[src/rtl/count_seq_pkg.sv]
// Shared definitions for the count sequencer: FSM state encoding and default sizing.
package count_seq_pkg;

    localparam int DEFAULT_N        = 8;
    localparam int DEFAULT_STEP_DIV = 4;

    typedef enum logic [1:0] {
        IDLE = 2'd0,
        RUN  = 2'd1,
        DONE = 2'd2
    } state_e;

endpackage

[src/rtl/updn_step_counter.sv]
// N-bit up/down counter that moves by one when enabled and sticks at 0 and at all-ones.
module updn_step_counter #(
    parameter int N = 8
) (
    input  logic         CLK,
    input  logic         RESET,
    input  logic         EN,
    input  logic         DIR,
    output logic [N-1:0] Q
);

    localparam logic [N-1:0] MAX_VAL = '1;

    logic [N-1:0] count_q;
    logic [N-1:0] count_d;

    always_comb begin
        count_d = count_q;
        if (EN) begin
            if (DIR && (count_q != MAX_VAL)) begin
                count_d = count_q + 1'b1;
            end else if (!DIR && (count_q != '0)) begin
                count_d = count_q - 1'b1;
            end
        end
    end

    always_ff @(posedge CLK or posedge RESET) begin
        if (RESET) begin
            count_q <= '0;
        end else begin
            count_q <= count_d;
        end
    end

    assign Q = count_q;

endmodule

[src/rtl/count_sequencer.sv]
// Moves a counter one step every STEP_DIV cycles toward a commanded target, with abort
// and a single-cycle completion pulse.
module count_sequencer
    import count_seq_pkg::*;
#(
    parameter int N        = DEFAULT_N,
    parameter int STEP_DIV = DEFAULT_STEP_DIV
) (
    input  logic         CLK,
    input  logic         RESET,
    input  logic         CMD_VALID,
    input  logic [N-1:0] CMD_TARGET,
    output logic         CMD_READY,
    input  logic         ABORT,
    output logic [N-1:0] Y,
    output logic         DIR_OUT,
    output logic         BUSY,
    output logic         DONE
);

    localparam int PW = (STEP_DIV > 1) ? $clog2(STEP_DIV) : 1;
    localparam logic [PW-1:0] PRESC_LAST = PW'(STEP_DIV - 1);
    localparam logic [N-1:0]  Y_MAX      = '1;

    // State literals are package-qualified because the DONE port shadows the enum name.
    count_seq_pkg::state_e state_q, state_d;
    logic [PW-1:0] presc_q, presc_d;
    logic [N-1:0]  target_q, target_d;
    logic          dir_q, dir_d;
    logic          stepEn;
    logic [N-1:0]  count;
    logic [N-1:0]  yNext;

    always_comb begin
        state_d  = state_q;
        presc_d  = presc_q;
        target_d = target_q;
        dir_d    = dir_q;
        stepEn   = 1'b0;

        // Position after a step this cycle, so arrival can be detected on the stepping edge.
        if (dir_q) begin
            yNext = (count == Y_MAX) ? count : count + 1'b1;
        end else begin
            yNext = (count == '0) ? count : count - 1'b1;
        end

        case (state_q)
            count_seq_pkg::IDLE: begin
                if (CMD_VALID) begin
                    if (CMD_TARGET != count) begin
                        target_d = CMD_TARGET;
                        dir_d    = (CMD_TARGET > count);
                        presc_d  = '0;
                        state_d  = count_seq_pkg::RUN;
                    end else begin
                        state_d  = count_seq_pkg::DONE;
                    end
                end
            end
            count_seq_pkg::RUN: begin
                if (ABORT) begin
                    state_d = count_seq_pkg::IDLE;
                end else if (presc_q == PRESC_LAST) begin
                    presc_d = '0;
                    stepEn  = 1'b1;
                    if (yNext == target_q) begin
                        state_d = count_seq_pkg::DONE;
                    end
                end else begin
                    presc_d = presc_q + 1'b1;
                end
            end
            count_seq_pkg::DONE: begin
                state_d = count_seq_pkg::IDLE;
            end
            default: begin
                state_d = count_seq_pkg::IDLE;
            end
        endcase
    end

    always_ff @(posedge CLK or posedge RESET) begin
        if (RESET) begin
            state_q  <= count_seq_pkg::IDLE;
            presc_q  <= '0;
            target_q <= '0;
            dir_q    <= 1'b1;
        end else begin
            state_q  <= state_d;
            presc_q  <= presc_d;
            target_q <= target_d;
            dir_q    <= dir_d;
        end
    end

    updn_step_counter #(
        .N(N)
    ) u_counter (
        .CLK   (CLK),
        .RESET (RESET),
        .EN    (stepEn),
        .DIR   (dir_q),
        .Q     (count)
    );

    assign Y         = count;
    assign DIR_OUT   = dir_q;
    assign CMD_READY = (state_q == count_seq_pkg::IDLE);
    assign BUSY      = (state_q == count_seq_pkg::RUN);
    assign DONE      = (state_q == count_seq_pkg::DONE);

endmodule
[config.mk]
export PLATFORM = sky130hd
export DESIGN_NAME = count_sequencer
export DESIGN_NICKNAME = d
export VERILOG_FILES = /design/src/rtl/count_seq_pkg.sv /design/src/rtl/updn_step_counter.sv /design/src/rtl/count_sequencer.sv
export SDC_FILE = /design/constraint.sdc
export NUM_CORES = 1
export LEC_CHECK = 0
export BUFFER_PORTS_ARGS = -buffer_cell sky130_fd_sc_hd__buf_4
export CAP_MARGIN = 20
export CORE_UTILIZATION = 52
export DETAILED_ROUTE_END_ITERATION = 16
export HOLD_SLACK_MARGIN = 0.08
export PLACE_DENSITY = 0.73
export SLEW_MARGIN = 20
export SYNTH_ARGS = -nofsm -noshare
export SYNTH_HDL_FRONTEND = slang
export SYNTH_SLANG_ARGS = --single-unit
[constraint.sdc]
create_clock -name CLK -period 2.2 [get_ports CLK]
set_input_delay 0.11 -clock CLK [delete_from_list [all_inputs] [get_ports CLK]]
set_output_delay 0.11 -clock CLK [all_outputs]
set_load 0.02 [all_outputs]
==> qor.txt <==
Slew @ Worst Pin: 0.839 ns
Yosys reg bits: 21
DRT iter0 DRCs: 161
Clk_lat worst skew: 0.31 ns
TritonCTS Buffers: 3
First-pass GRT wire length: 8.14 mm
Fillers: 226
Row count: 20
Num ports: 24
Final Skew: 0.00113 ns
Drt first pass iters: 4
Largest net degree at the start of global routing: 22
CTS Buffer Depth: 2
Post-Route WL: 5.02 mm
End-of-flow core utilization: 77.5%
Placed insts: 292
Non-Filler Instances: 305
Worst vdd ir: 0.535 mV
Total Routing Usage GR: 30.4%
Max H-tree Level: 1
Status: finished with violations
Core Region: 3130 um2
Leakage: 0.00102 uW
Port buffer count: 23
Final Setup Violations: 10
Synth warn: 0
Fin crit period: 2.28 ns
Sequential element share of the synthesized area: 29.8%
Root Driver: clkbuf_4
Max Clk Rate: 438 MHz
GP Congestion: 0.948
Setup crit end kind: flop
WL/cell: 16.5 um
Clock sink count: 21
Max-slew violations: 0
Antenna Cells: 0
DR vias/cell: 5.91
Startpoint Class: flop
Netlist cell types: 51
Critical path class: reg -> reg
Uppermost layer routed: met4
Net Count, Synth: 225
Relative slew slack: 44.0%
Final worst slack: -0.0823 ns
Required time worst endpoint: 2.40 ns
Antenna-violating nets left: 0
Final worst-path cycle share: 104%
Initial antenna violation count: 0
Via count: 1804
Setup TNS: -0.290 ns
Met2 wire length: 2.56 mm
DIE AREA: 3640 um2
Grt total ovfl: 0
Max cap viols: 0
Nets@finish: 286
Post-DP HPWL: 3.94 mm
Die Ht: 60.3 um
WL met3: 224 um
Syn Std Cell Area: 1770 um2
Final hold vios: 0
Vias in the first global route: 1754
Syn Inst Count: 201
Type of the worst min-delay path: in -> reg
RSZ-0062 raised after global routing: yes
Failing checks: setup timing
DR DRC count: 0
Reg clk slew, reported paths: 0.13 ns
PwrDens: 867 nW/um2
Layout cells sized above 1: 35.6%
Total Power: 2100 uW
Crit-path max FO: 4
Die W: 60.3 um
Area growth from synthesis to layout: 37.2%
Critical Path AT: 2.48 ns
Met1 Wirelength: 2.14 mm
Synth Area per Inst: 8.80 um2
Hold_ws: 0.107 ns
CTS tree: built
Initial core utilization: 56.5%
-- metal layers --
metal,track usage (%),vias to the layer above
li1,-,867
met1,40.2,861
met2,51.0,66
met3,2.38,10
met4,12.3,0
met5,0,-
-- critical path, cell delays in order, from the launching register on --
cell and delay, ns:
dfrtp_2 0.47, clkinv_4 0.07, ha_4 0.12, or4b_4 0.52
o21ai_4 0.20, a21oi_1 0.08, and4b_1 0.24, nand4_1 0.12
a2111oi_4 0.25, o21ai_1 0.11
-- timing repair --
item                                    in CTS  in global routing
pin swaps                                    0                  2
buffers inserted                             0                  1
hold buffers                                 8                  0
hold endpoints to repair                    27                  0
endpoints found under the setup margin      10                 16
resized for setup                            6                  8
-- cells in the mapped netlist, drive strengths merged --
| cell | n | area, um2 |
|---|---|---|
| dfrtp | 20 | 500 |
| o21ai | 15 | 97.6 |
| nand2 | 14 | 52.6 |
| inv | 13 | 48.8 |
| ha | 12 | 150 |
| a21oi | 11 | 55.1 |
| xnor2 | 11 | 96.3 |
| nand3 | 9 | 45.0 |
| nor3 | 9 | 50.1 |
| nor2 | 8 | 32.5 |
| mux2 | 7 | 78.8 |
| buf | 5 | 27.5 |
| clkbuf | 5 | 18.8 |
| nand4 | 5 | 31.3 |
| nor4 | 5 | 37.5 |
| and3 | 4 | 25.0 |
| nor2b | 4 | 25.0 |
| a2111oi | 3 | 32.5 |
| a211oi | 3 | 22.5 |
| o21a | 3 | 22.5 |
| o22ai | 3 | 18.8 |
| o31ai | 3 | 22.5 |
| a21o | 2 | 15.0 |
| and4 | 2 | 17.5 |
| mux2i | 2 | 20.0 |
| nor4b | 2 | 32.5 |
| o32ai | 2 | 17.5 |
| or2 | 2 | 12.5 |
| or4 | 2 | 15.0 |
| xor2 | 2 | 17.5 |
| a31oi | 1 | 6.26 |
| and2 | 1 | 6.26 |
| and4b | 1 | 10.0 |
| dfstp | 1 | 26.3 |
| nand2b | 1 | 6.26 |
| nand3b | 1 | 7.51 |
| nor3b | 1 | 7.51 |
| o211ai | 1 | 7.51 |
| o2bb2ai | 1 | 8.76 |
| o311ai | 1 | 8.76 |
| o31a | 1 | 8.76 |
| or3 | 1 | 11.3 |
| or4b | 1 | 13.8 |
-- cell type report --
| class | instances | area [um2] | share of cell area (%) |
|---|---|---|---|
| Sequential cell | 21 | 532 | 21.9 |
| Tap cell | 44 | 55.1 | 2.27 |
| Clock buffer | 3 | 22.5 | 0.929 |
| Timing Repair Buffer | 66 | 544 | 22.4 |
| Clock inverter | 1 | 5.00 | 0.206 |
| Multi-Input combinational cell | 157 | 1210 | 50.0 |
| Inverter | 13 | 53.8 | 2.22 |
-- power breakdown --
group	switching (uW)	leakage (uW)	internal [uW]	total [uW]
Sequential	93.2	0.000242	483	576
Clock	126	0.0000177	67.8	194
Combinational	687	0.000764	646	1330
-- sequential cells by signal (all words and copies together), names as in the netlist --
signal / flops
u_counter.Q: 8
target_q: 8
DIR_OUT: 1
presc_q: 2
state_q: 2
-- placed cells by master (no fill, tap or decap), types with 3 or more instances in the layout --
| master | n |
|---|---|
| buf_4 | 55 |
| clkbuf_4 | 3 |
| mux2_2 | 7 |
| nand2_1 | 14 |
| dfrtp_1 | 16 |
| dlygate4sd3_1 | 8 |
| inv_1 | 11 |
| o21a_1 | 3 |
| nand4_1 | 5 |
| nor2_1 | 7 |
| ha_1 | 11 |
| nor4_1 | 3 |
| o21ai_0 | 12 |
| xnor2_1 | 11 |
| nor2b_1 | 4 |
| dfrtp_2 | 4 |
| o22ai_1 | 3 |
| nand3_1 | 9 |
| nor3_1 | 7 |
| and3_1 | 3 |
| a21oi_1 | 11 |
-- metrics by stage --
stage	setup WS, ns	cell area, um2
floorplan	-0.141	1800
global placement	-0.0880	2250
detailed placement	-0.171	2250
CTS	-0.0888	2390
global route	-0.220	2420
finish	-0.0823	2420
-- worst paths after layout --
kind	startpoint	endpoint	slack (ns)	cells past startpoint
max in group asynchronous	RESET	u_counter.Q[3]$_DFFE_PP0P_	1.12	3
worst max register to register	u_counter.Q[0]$_DFFE_PP0P_	state_q[0]$_DFFE_PP0P_	-0.08	9
worst min-delay path	CMD_TARGET[0]	target_q[0]$_DFFE_PP0P_	0.11	3
worst max-delay path	u_counter.Q[0]$_DFFE_PP0P_	state_q[0]$_DFFE_PP0P_	-0.08	9
min in group asynchronous	RESET	u_counter.Q[5]$_DFFE_PP0P_	0.52	3
worst min register to register	presc_q[0]$_DFFE_PP0P_	presc_q[0]$_DFFE_PP0P_	0.52	1
-- cell families (layout without fill, tap and decap cells) --
logic type	Yosys count	after routing	synth area share [%]
flops	21	21	29.8
mux	9	9	5.59
xor+xnor	13	13	6.44
simple gates	73	73	24.8
buf+inv	23	83	5.38
compound gates	50	50	19.5
fa+ha+maj	12	12	8.49
No activity file was read; power rests on OpenSTA's default activity.
